===== src/rtl/fruit_tpl_pkg.sv =====
// fruit_tpl_pkg
// Shared constants and types for the fruit template path. The ROM wrappers,
// the matcher and the live-capture writer all agree on the template geometry
// declared here.
// Contents:
//   TPL_ADDR_W, TPL_DATA_W  template memory address / byte width
//   TPL_COLS, TPL_ROWS      template geometry (row-major, addr = row*COLS+col)
//   CNT_W                   width of the pixel / line position counters
//   tpl_state_t             capture FSM states
package fruit_tpl_pkg;

  localparam int TPL_ADDR_W = 11;
  localparam int TPL_DATA_W = 8;
  localparam int TPL_COLS   = 64;
  localparam int TPL_ROWS   = 32;
  localparam int CNT_W      = 12;

  typedef enum logic [1:0] {
    IDLE,
    ARM,
    CAP,
    DONE
  } tpl_state_t;

endpackage


===== src/rtl/fruit_tpl_roi_sel.sv =====
// fruit_tpl_roi_sel
// Tracks the pixel position within the frame and flags the pixels that fall
// on the decimation grid inside the region of interest.
// Ports:
//   clk, rst_n   pixel clock, asynchronous active-low reset
//   frame_vs     frame sync (rising edge starts a frame)
//   pix_de       pixel valid
//   vs_rise      frame-start strobe (combinational, one cycle)
//   sample       current pixel is a template sample (combinational)
//   col, row     template coordinates of the current sample
module fruit_tpl_roi_sel #(
  parameter int TPL_COLS = fruit_tpl_pkg::TPL_COLS,
  parameter int TPL_ROWS = fruit_tpl_pkg::TPL_ROWS,
  parameter int X_START  = 288,
  parameter int Y_START  = 176,
  parameter int STEP     = 2,
  parameter int COL_W    = (TPL_COLS > 1) ? $clog2(TPL_COLS) : 1,
  parameter int ROW_W    = (TPL_ROWS > 1) ? $clog2(TPL_ROWS) : 1
) (
  input  logic             clk,
  input  logic             rst_n,
  input  logic             frame_vs,
  input  logic             pix_de,
  output logic             vs_rise,
  output logic             sample,
  output logic [COL_W-1:0] col,
  output logic [ROW_W-1:0] row
);
  import fruit_tpl_pkg::*;

  localparam int PH_W = (STEP > 1) ? $clog2(STEP) : 1;

  // One extra bit so the ROI end bound can never alias into the counter range.
  typedef logic [CNT_W:0] cmp_t;
  localparam cmp_t X_LO = cmp_t'(X_START);
  localparam cmp_t X_HI = cmp_t'(X_START + TPL_COLS * STEP);
  localparam cmp_t Y_LO = cmp_t'(Y_START);
  localparam cmp_t Y_HI = cmp_t'(Y_START + TPL_ROWS * STEP);
  localparam logic [PH_W-1:0]  PH_LAST = PH_W'(STEP - 1);
  localparam logic [CNT_W-1:0] CNT_MAX = '1;

  logic             vs_d;
  logic             de_d;
  logic             de_fall;
  logic [CNT_W-1:0] x_cnt;
  logic [CNT_W-1:0] y_cnt;
  logic [PH_W-1:0]  x_ph;
  logic [PH_W-1:0]  y_ph;
  logic             x_in;
  logic             y_in;

  assign vs_rise = frame_vs & ~vs_d;
  assign de_fall = ~pix_de & de_d;
  assign x_in    = (cmp_t'(x_cnt) >= X_LO) && (cmp_t'(x_cnt) < X_HI);
  assign y_in    = (cmp_t'(y_cnt) >= Y_LO) && (cmp_t'(y_cnt) < Y_HI);
  assign sample  = pix_de && x_in && y_in && (x_ph == '0) && (y_ph == '0);

  always_ff @(posedge clk or negedge rst_n) begin
    if (!rst_n) begin
      vs_d <= 1'b0;
      de_d <= 1'b0;
    end else begin
      vs_d <= frame_vs;
      de_d <= pix_de;
    end
  end

  // Horizontal position. The x phase stays at 0 until the ROI is entered, so
  // the first ROI pixel of every line is always on the grid.
  always_ff @(posedge clk or negedge rst_n) begin
    if (!rst_n) begin
      x_cnt <= '0;
      x_ph  <= '0;
      col   <= '0;
    end else if (de_fall) begin
      x_cnt <= '0;
      x_ph  <= '0;
      col   <= '0;
    end else if (pix_de) begin
      if (x_cnt != CNT_MAX) x_cnt <= x_cnt + CNT_W'(1);
      if (x_in) x_ph <= (x_ph == PH_LAST) ? '0 : x_ph + PH_W'(1);
      if (sample) col <= col + COL_W'(1);
    end
  end

  // Vertical position, advanced at the end of each line. A template row is
  // finished when a line on the y grid inside the ROI ends.
  always_ff @(posedge clk or negedge rst_n) begin
    if (!rst_n) begin
      y_cnt <= '0;
      y_ph  <= '0;
      row   <= '0;
    end else if (vs_rise) begin
      y_cnt <= '0;
      y_ph  <= '0;
      row   <= '0;
    end else if (de_fall) begin
      if (y_cnt != CNT_MAX) y_cnt <= y_cnt + CNT_W'(1);
      if (y_in) begin
        y_ph <= (y_ph == PH_LAST) ? '0 : y_ph + PH_W'(1);
        if (y_ph == '0) row <= row + ROW_W'(1);
      end
    end
  end

endmodule


===== src/rtl/fruit_tpl_writer.sv =====
// fruit_tpl_writer
// Captures a live fruit template from the feature byte stream: on request it
// waits for a frame start, decimates the ROI and writes the template into the
// template RAM with the same row-major layout as the factory ROMs.
// Ports:
//   clk, rst_n          pixel / RAM clock, asynchronous active-low reset
//   cap_start           single-cycle capture request
//   frame_vs, pix_de    frame sync and pixel valid
//   pix_data            feature byte
//   cap_busy            capture in progress
//   cap_done, cap_err   completion / abort pulses
//   ram_wr_en/addr/data template RAM write port (registered)
//   tpl_cksum           16-bit sum of the written bytes (FRUIT_TPL_CKSUM_EN only)
// Optional build macro: FRUIT_TPL_CKSUM_EN adds the tpl_cksum output.
module fruit_tpl_writer #(
  parameter int ADDR_WIDTH = fruit_tpl_pkg::TPL_ADDR_W,
  parameter int DATA_WIDTH = fruit_tpl_pkg::TPL_DATA_W,
  parameter int TPL_COLS   = fruit_tpl_pkg::TPL_COLS,
  parameter int TPL_ROWS   = fruit_tpl_pkg::TPL_ROWS,
  parameter int X_START    = 288,
  parameter int Y_START    = 176,
  parameter int STEP       = 2
) (
  input  logic                  clk,
  input  logic                  rst_n,
  input  logic                  cap_start,
  input  logic                  frame_vs,
  input  logic                  pix_de,
  input  logic [DATA_WIDTH-1:0] pix_data,
  output logic                  cap_busy,
  output logic                  cap_done,
  output logic                  cap_err,
  output logic                  ram_wr_en,
  output logic [ADDR_WIDTH-1:0] ram_wr_addr,
  output logic [DATA_WIDTH-1:0] ram_wr_data
`ifdef FRUIT_TPL_CKSUM_EN
  ,
  output logic [15:0]           tpl_cksum
`endif
);
  import fruit_tpl_pkg::*;

  localparam int COL_W = (TPL_COLS > 1) ? $clog2(TPL_COLS) : 1;
  localparam int ROW_W = (TPL_ROWS > 1) ? $clog2(TPL_ROWS) : 1;
  localparam logic [ADDR_WIDTH-1:0] LAST_ADDR = '1;

  tpl_state_t            state;
  logic                  vs_rise;
  logic                  sample;
  logic [COL_W-1:0]      col;
  logic [ROW_W-1:0]      row;
  logic [ADDR_WIDTH-1:0] addr;
  logic                  wr_fire;

  fruit_tpl_roi_sel #(
    .TPL_COLS (TPL_COLS),
    .TPL_ROWS (TPL_ROWS),
    .X_START  (X_START),
    .Y_START  (Y_START),
    .STEP     (STEP),
    .COL_W    (COL_W),
    .ROW_W    (ROW_W)
  ) u_roi_sel (
    .clk      (clk),
    .rst_n    (rst_n),
    .frame_vs (frame_vs),
    .pix_de   (pix_de),
    .vs_rise  (vs_rise),
    .sample   (sample),
    .col      (col),
    .row      (row)
  );

  assign addr = ADDR_WIDTH'(int'(row) * TPL_COLS + int'(col));

  // A frame start during capture aborts, so it takes priority over a sample.
  assign wr_fire = (state == CAP) && !vs_rise && sample;

  // Capture FSM with registered status and RAM write port. cap_start is only
  // looked at in IDLE, which also swallows a frame start arriving with it.
  always_ff @(posedge clk or negedge rst_n) begin
    if (!rst_n) begin
      state       <= IDLE;
      cap_busy    <= 1'b0;
      cap_done    <= 1'b0;
      cap_err     <= 1'b0;
      ram_wr_en   <= 1'b0;
      ram_wr_addr <= '0;
      ram_wr_data <= '0;
    end else begin
      ram_wr_en <= 1'b0;
      cap_done  <= 1'b0;
      cap_err   <= 1'b0;
      case (state)
        IDLE: begin
          if (cap_start) begin
            state    <= ARM;
            cap_busy <= 1'b1;
          end
        end
        ARM: begin
          if (vs_rise) state <= CAP;
        end
        CAP: begin
          if (vs_rise) begin
            state    <= IDLE;
            cap_err  <= 1'b1;
            cap_busy <= 1'b0;
          end else if (wr_fire) begin
            ram_wr_en   <= 1'b1;
            ram_wr_addr <= addr;
            ram_wr_data <= pix_data;
            if (addr == LAST_ADDR) begin
              state    <= DONE;
              cap_done <= 1'b1;
              cap_busy <= 1'b0;
            end
          end
        end
        DONE: begin
          state <= IDLE;
        end
        default: begin
          state <= IDLE;
        end
      endcase
    end
  end

`ifdef FRUIT_TPL_CKSUM_EN
  // Running sum of written bytes; it holds after completion until the next
  // accepted request clears it.
  always_ff @(posedge clk or negedge rst_n) begin
    if (!rst_n) begin
      tpl_cksum <= '0;
    end else if ((state == IDLE) && cap_start) begin
      tpl_cksum <= '0;
    end else if (wr_fire) begin
      tpl_cksum <= tpl_cksum + 16'(pix_data);
    end
  end
`endif

endmodule


===== config.mk =====
export PLATFORM = sky130hd
export DESIGN_NAME = fruit_tpl_writer
export DESIGN_NICKNAME = d
export VERILOG_FILES = /design/src/rtl/fruit_tpl_pkg.sv /design/src/rtl/fruit_tpl_roi_sel.sv /design/src/rtl/fruit_tpl_writer.sv
export SDC_FILE = /design/constraint.sdc
export NUM_CORES = 1
export LEC_CHECK = 0
export BUFFER_PORTS_ARGS = -buffer_cell sky130_fd_sc_hd__buf_2
export CELL_PAD_IN_SITES_DETAIL_PLACEMENT = 1
export CELL_PAD_IN_SITES_GLOBAL_PLACEMENT = 2
export CORE_MARGIN = 1.5
export CORE_UTILIZATION = 30
export DETAILED_ROUTE_END_ITERATION = 7
export PLACE_DENSITY_LB_ADDON = 0.1
export RECOVER_POWER = 50
export SLEW_MARGIN = 10
export SYNTH_ARGS = -nofsm -noshare
export SYNTH_HDL_FRONTEND = slang
export SYNTH_HIERARCHICAL = 1
export SYNTH_SLANG_ARGS = --single-unit

===== constraint.sdc =====
create_clock -name clk -period 2.74 [get_ports clk]
set_input_delay 0.411 -clock clk [delete_from_list [all_inputs] [get_ports clk]]
set_output_delay 0.411 -clock clk [all_outputs]
set_load 0.02 [all_outputs]

==> results.rst <==
.. list-table::
   :header-rows: 1

   * - Metric
     - Value
   * - Peak clock frequency supported by timing
     - between 0.3 and 0.4 GHz
   * - Boundary pin count
     - 36
   * - Ratio of cells with drive above 1 in the final layout
     - 23.48%
   * - Register clock-pin slew on the reported worst setup and hold paths
     - ~0.07 ns
   * - DR iter-0 viols
     - 97
   * - Horizontal extent of the die
     - 105.5 um
   * - Post-synthesis sequential area ratio
     - about half
   * - Power per Cell Area
     - slightly below 600 mW/mm2
   * - Number of clock buffers inserted by TritonCTS
     - 9
   * - Final-layout setup total negative slack
     - 0 ns
   * - Number of unique standard cell types used by synthesis
     - 57
   * - Post-synthesis net count
     - 311
   * - TritonCTS clock tree
     - built
   * - Total wire length after detailed routing
     - roughly 7100 um
   * - Final critical-path required period
     - 2.524 ns
   * - Leakage dissipation
     - 1.713 nW
   * - Number of vias in the routed layout
     - 2,392
   * - Result of the run
     - completed
   * - Clock Latency Late Sink
     - ~0.34 ns
   * - Final worst clock skew
     - a little under 0.005 ns
   * - Portion of synthesized cell area occupied by the leading cell type
     - about half
   * - DR top layer
     - met4
   * - Async S/R FF share, synth
     - 100.0%
   * - Routed length on met1
     - between 3000 and 4000 um
   * - Grt total ovfl
     - 0
   * - Kind of end point of the critical path
     - flop
   * - Largest net degree at the start of global routing
     - 42
   * - Worst Tran Pin Value
     - roughly 1.4 ns
   * - Worst IR drop on VDD
     - 267.9 uV
   * - Mean cell area of the mapped netlist
     - ~11 um2
   * - FF-to-FF End
     - ram_wr_data[7]$_DFFE_PN0P_
   * - CP max stage cell
     - dfrtp_1
   * - Hold endpoint
     - u_roi_sel/vs_d$_DFF_PN0_
   * - Most used DFF post-synth
     - dfrtp_1
   * - Wire length of the first global-routing pass
     - about 12,000 um
   * - NumNets Final
     - 359
   * - Weighted congestion at the end of routability-driven global placement
     - around 0.7
   * - Share of the clock period used by the worst path
     - approximately 92%
   * - Final HPWL DP
     - 5051 um
   * - Fin cells
     - approximately 480
   * - Setup slack of the most critical reg-to-reg path
     - about 0.22 ns
   * - Type of the most critical hold path
     - primary input to flop
   * - Hold violation count in the final report
     - 0
   * - Delay contributed by the slowest stage of the critical path
     - approximately 0.43 ns
   * - Worst Reg-to-Reg Cells
     - 7
   * - Data required time of the worst path
     - between 2 and 3 ns
   * - Setup ws final
     - roughly 0.22 ns
   * - R2R Path Start
     - u_roi_sel/y_cnt[5]$_DFFE_PN0P_
   * - Startpoint Class
     - flop
   * - Crit path kind
     - flop to flop
   * - DP Worst Slack
     - between 0.2 and 0.25 ns
   * - Antenna violations before repair
     - 0
   * - Netlist Area Pre-Place
     - ~0.0032 mm2
   * - Post-synth top area cell
     - dfrtp_1
   * - WL met2
     - ~3300 um
   * - Final count of negative-setup-slack endpoints
     - 0
   * - Clock root buffer
     - clkbuf_8
   * - Utilization after layout
     - 36.52%
   * - First-pass detailed-route iteration total
     - 4
   * - Vias in the first global route
     - about 2.4k
   * - Fillers
     - ~1.2k
   * - Cell depth of the worst min-delay path
     - 1
   * - Post-DR wirelength/cell
     - approximately 15 um
   * - Max-slew violations
     - 0
   * - Count of input and output buffers
     - 35
   * - Synth Register Bits
     - 64
   * - Effective utilization at floorplan
     - 30.68%
   * - Length of routed met3 wiring
     - approximately 230 um
   * - Std-Cell Core Area
     - slightly above 0.01 mm2
   * - Vertical die dimension
     - 105.5 um
   * - Largest cells by area after synthesis
     - dfrtp_1 (51%), mux2_2 (6.4%), mux2i_1 (2.9%), nand2_1 (2.7%), ha_1 (2.4%)
   * - Post_cts resized
     - 0
   * - Quantity of hold-fixing buffers added after cts
     - 0
   * - Relative area change from synthesis to final layout
     - 19.05%
   * - Count of flip-flops with a built-in enable after synthesis
     - 0
   * - Rows
     - 37
   * - GRT Total Usage
     - between 10% and 20%
   * - Synthesis warning total
     - 6
   * - Maximum buffer depth of the clock tree
     - 2
   * - Dpl cells
     - 465
   * - Launch instance of the worst min-delay path
     - frame_vs
   * - Number of sinks driven by the clock tree
     - 64
   * - RSZ-0062 raised after global routing
     - false
   * - DRC
     - 0
   * - Buffers inserted by post-CTS timing repair
     - 0
   * - Series of cell instances along the critical path
     - a21boi_0, o21ai_0, or3_1, inv_2, nor3b_4, buf_4, mux2_2
   * - Number of nets still failing antenna checks after routing
     - 0
   * - Syn Inst Count
     - around 300
   * - Rel. slew slack
     - under 10%
   * - Maximum fanout encountered on the critical timing path
     - 14
   * - Critical path arrival
     - roughly 2.8 ns
   * - Number of max-capacitance violations reported
     - 0
   * - Htree depth
     - 3
   * - Count of inserted antenna diode cells
     - 0
   * - Full die area
     - 0.01113 mm2
   * - Vias per std cell
     - 4.973
## cells in the mapped netlist, drive strengths merged, types with 2 or more instances
| master | count |
|---|---|
| inv | 11 |
| nand3b | 2 |
| nor4 | 4 |
| a2111oi | 2 |
| a31o | 2 |
| o21a | 2 |
| clkbuf | 4 |
| nand3 | 13 |
| nor3 | 7 |
| a21oi | 14 |
| o21bai | 2 |
| or4 | 4 |
| nand4 | 8 |
| xnor2 | 2 |
| and3 | 5 |
| nand2 | 23 |
| nor2b | 5 |
| mux2i | 9 |
| ha | 6 |
| and2 | 3 |
| o21ai | 12 |
| buf | 6 |
| o211ai | 4 |
| or3 | 9 |
| o31ai | 7 |
| mux2 | 19 |
| dfrtp | 64 |
| xor2 | 4 |
| o311ai | 2 |
| nor2 | 13 |
| nand2b | 5 |
## state kept, by name, summed over array words and instances (netlist names)
name             flops
cap_busy             1
u_roi_sel/y_ph       1
u_roi_sel/col        6
u_roi_sel/row        5
u_roi_sel/y_cnt     12
ram_wr_addr         11
cap_err              1
cap_done             1
u_roi_sel/x_cnt     12
u_roi_sel/de_d       1
state                2
u_roi_sel/vs_d       1
ram_wr_en            1
ram_wr_data          8
u_roi_sel/x_ph       1
## where the power goes
| part | internal [W] | leakage (nW) | switching, W |
|---|---|---|---|
| Clock | 0.000652 | 0.126 | 0.000378 |
| Sequential | 0.000980 | 0.876 | 0.0000429 |
| Combinational | 0.0000647 | 0.711 | 0.0000888 |
## cell usage in the layout, fill, tap and decap left out, types with 4 or more instances in the layout
cell,n
nor3_1,7
clkbuf_8,11
or4_1,4
nand2_1,23
dfrtp_1,64
buf_2,25
xor2_1,4
or3_1,7
ha_1,6
o31ai_1,7
mux2_2,18
mux2i_1,9
nand4_1,8
nor2_1,13
o21ai_0,12
nand3_1,13
clkbuf_1,11
nor2b_1,4
inv_1,10
nand2b_1,4
buf_4,10
and3_1,5
o211ai_1,4
a21oi_1,14
## cell families after synthesis
group | Yosys count | share of synthesized area, %
simple gates | 108 | 19.56
flops | 64 | 50.79
compound gates | 58 | 12.30
mux | 28 | 9.643
buf+inv | 22 | 3.650
xor+xnor | 6 | 1.667
fa+ha+maj | 6 | 2.381
## per-layer routing
metal	global-route usage, %	vias to the layer above
met2	22.27	26
met1	18.69	1197
li1	-	1164
met4	4.344	0
met3	4.638	5
met5	0	-
## final cells by class
cell class	instances	area [um2]	area share, %
timing repair buffer	47	246.5	6.567
tap	136	170.2	4.533
clock buffer	11	151.4	4.033
clock inverter	5	102.6	2.733
sequential	64	1602	42.67
inverter	12	45.04	1.200
multi-input combinational	206	1436	38.27
## worst max-delay path: cells and delay by family (launching register included)
family / cells / cell delay, ns
AO/OA/AOI/OAI: 2 / 0.68
buffers and inverters: 2 / 0.33
multiplexers: 1 / 0.35
flip-flops: 1 / 0.43
AND/OR/NAND/NOR: 2 / 0.60
## worst max-delay path by stage
stage	startpoint	to	slack, ns
after global placement	u_roi_sel/y_cnt[7]$_DFFE_PN0P_	ram_wr_data[5]$_DFFE_PN0P_	0.28
after CTS	u_roi_sel/y_cnt[8]$_DFFE_PN0P_	ram_wr_data[7]$_DFFE_PN0P_	0.21
after floorplan	u_roi_sel/y_cnt[8]$_DFFE_PN0P_	ram_wr_data[0]$_DFFE_PN0P_	0.29
after global routing	u_roi_sel/y_cnt[7]$_DFFE_PN0P_	ram_wr_addr[10]$_DFFE_PN0P_	0.08
after detailed placement	u_roi_sel/y_cnt[7]$_DFFE_PN0P_	ram_wr_data[7]$_DFFE_PN0P_	0.24
final	u_roi_sel/y_cnt[5]$_DFFE_PN0P_	ram_wr_data[7]$_DFFE_PN0P_	0.22
## through the flow
stage | total power [W] | hold WS (ns) | cell area [um2]
2_1_floorplan | 0.001134 | 0.1154 | 3153
3_3_place_gp | 0.001200 | 0.4755 | 3531
3_5_place_dp | 0.001204 | 0.4776 | 3531
4_1_cts | 0.002255 | 0.09794 | 3785
5_1_grt | 0.002311 | 0.1643 | 3754
6_report | 0.002207 | 0.1854 | 3754
No activity file was read; power rests on OpenSTA's default activity.
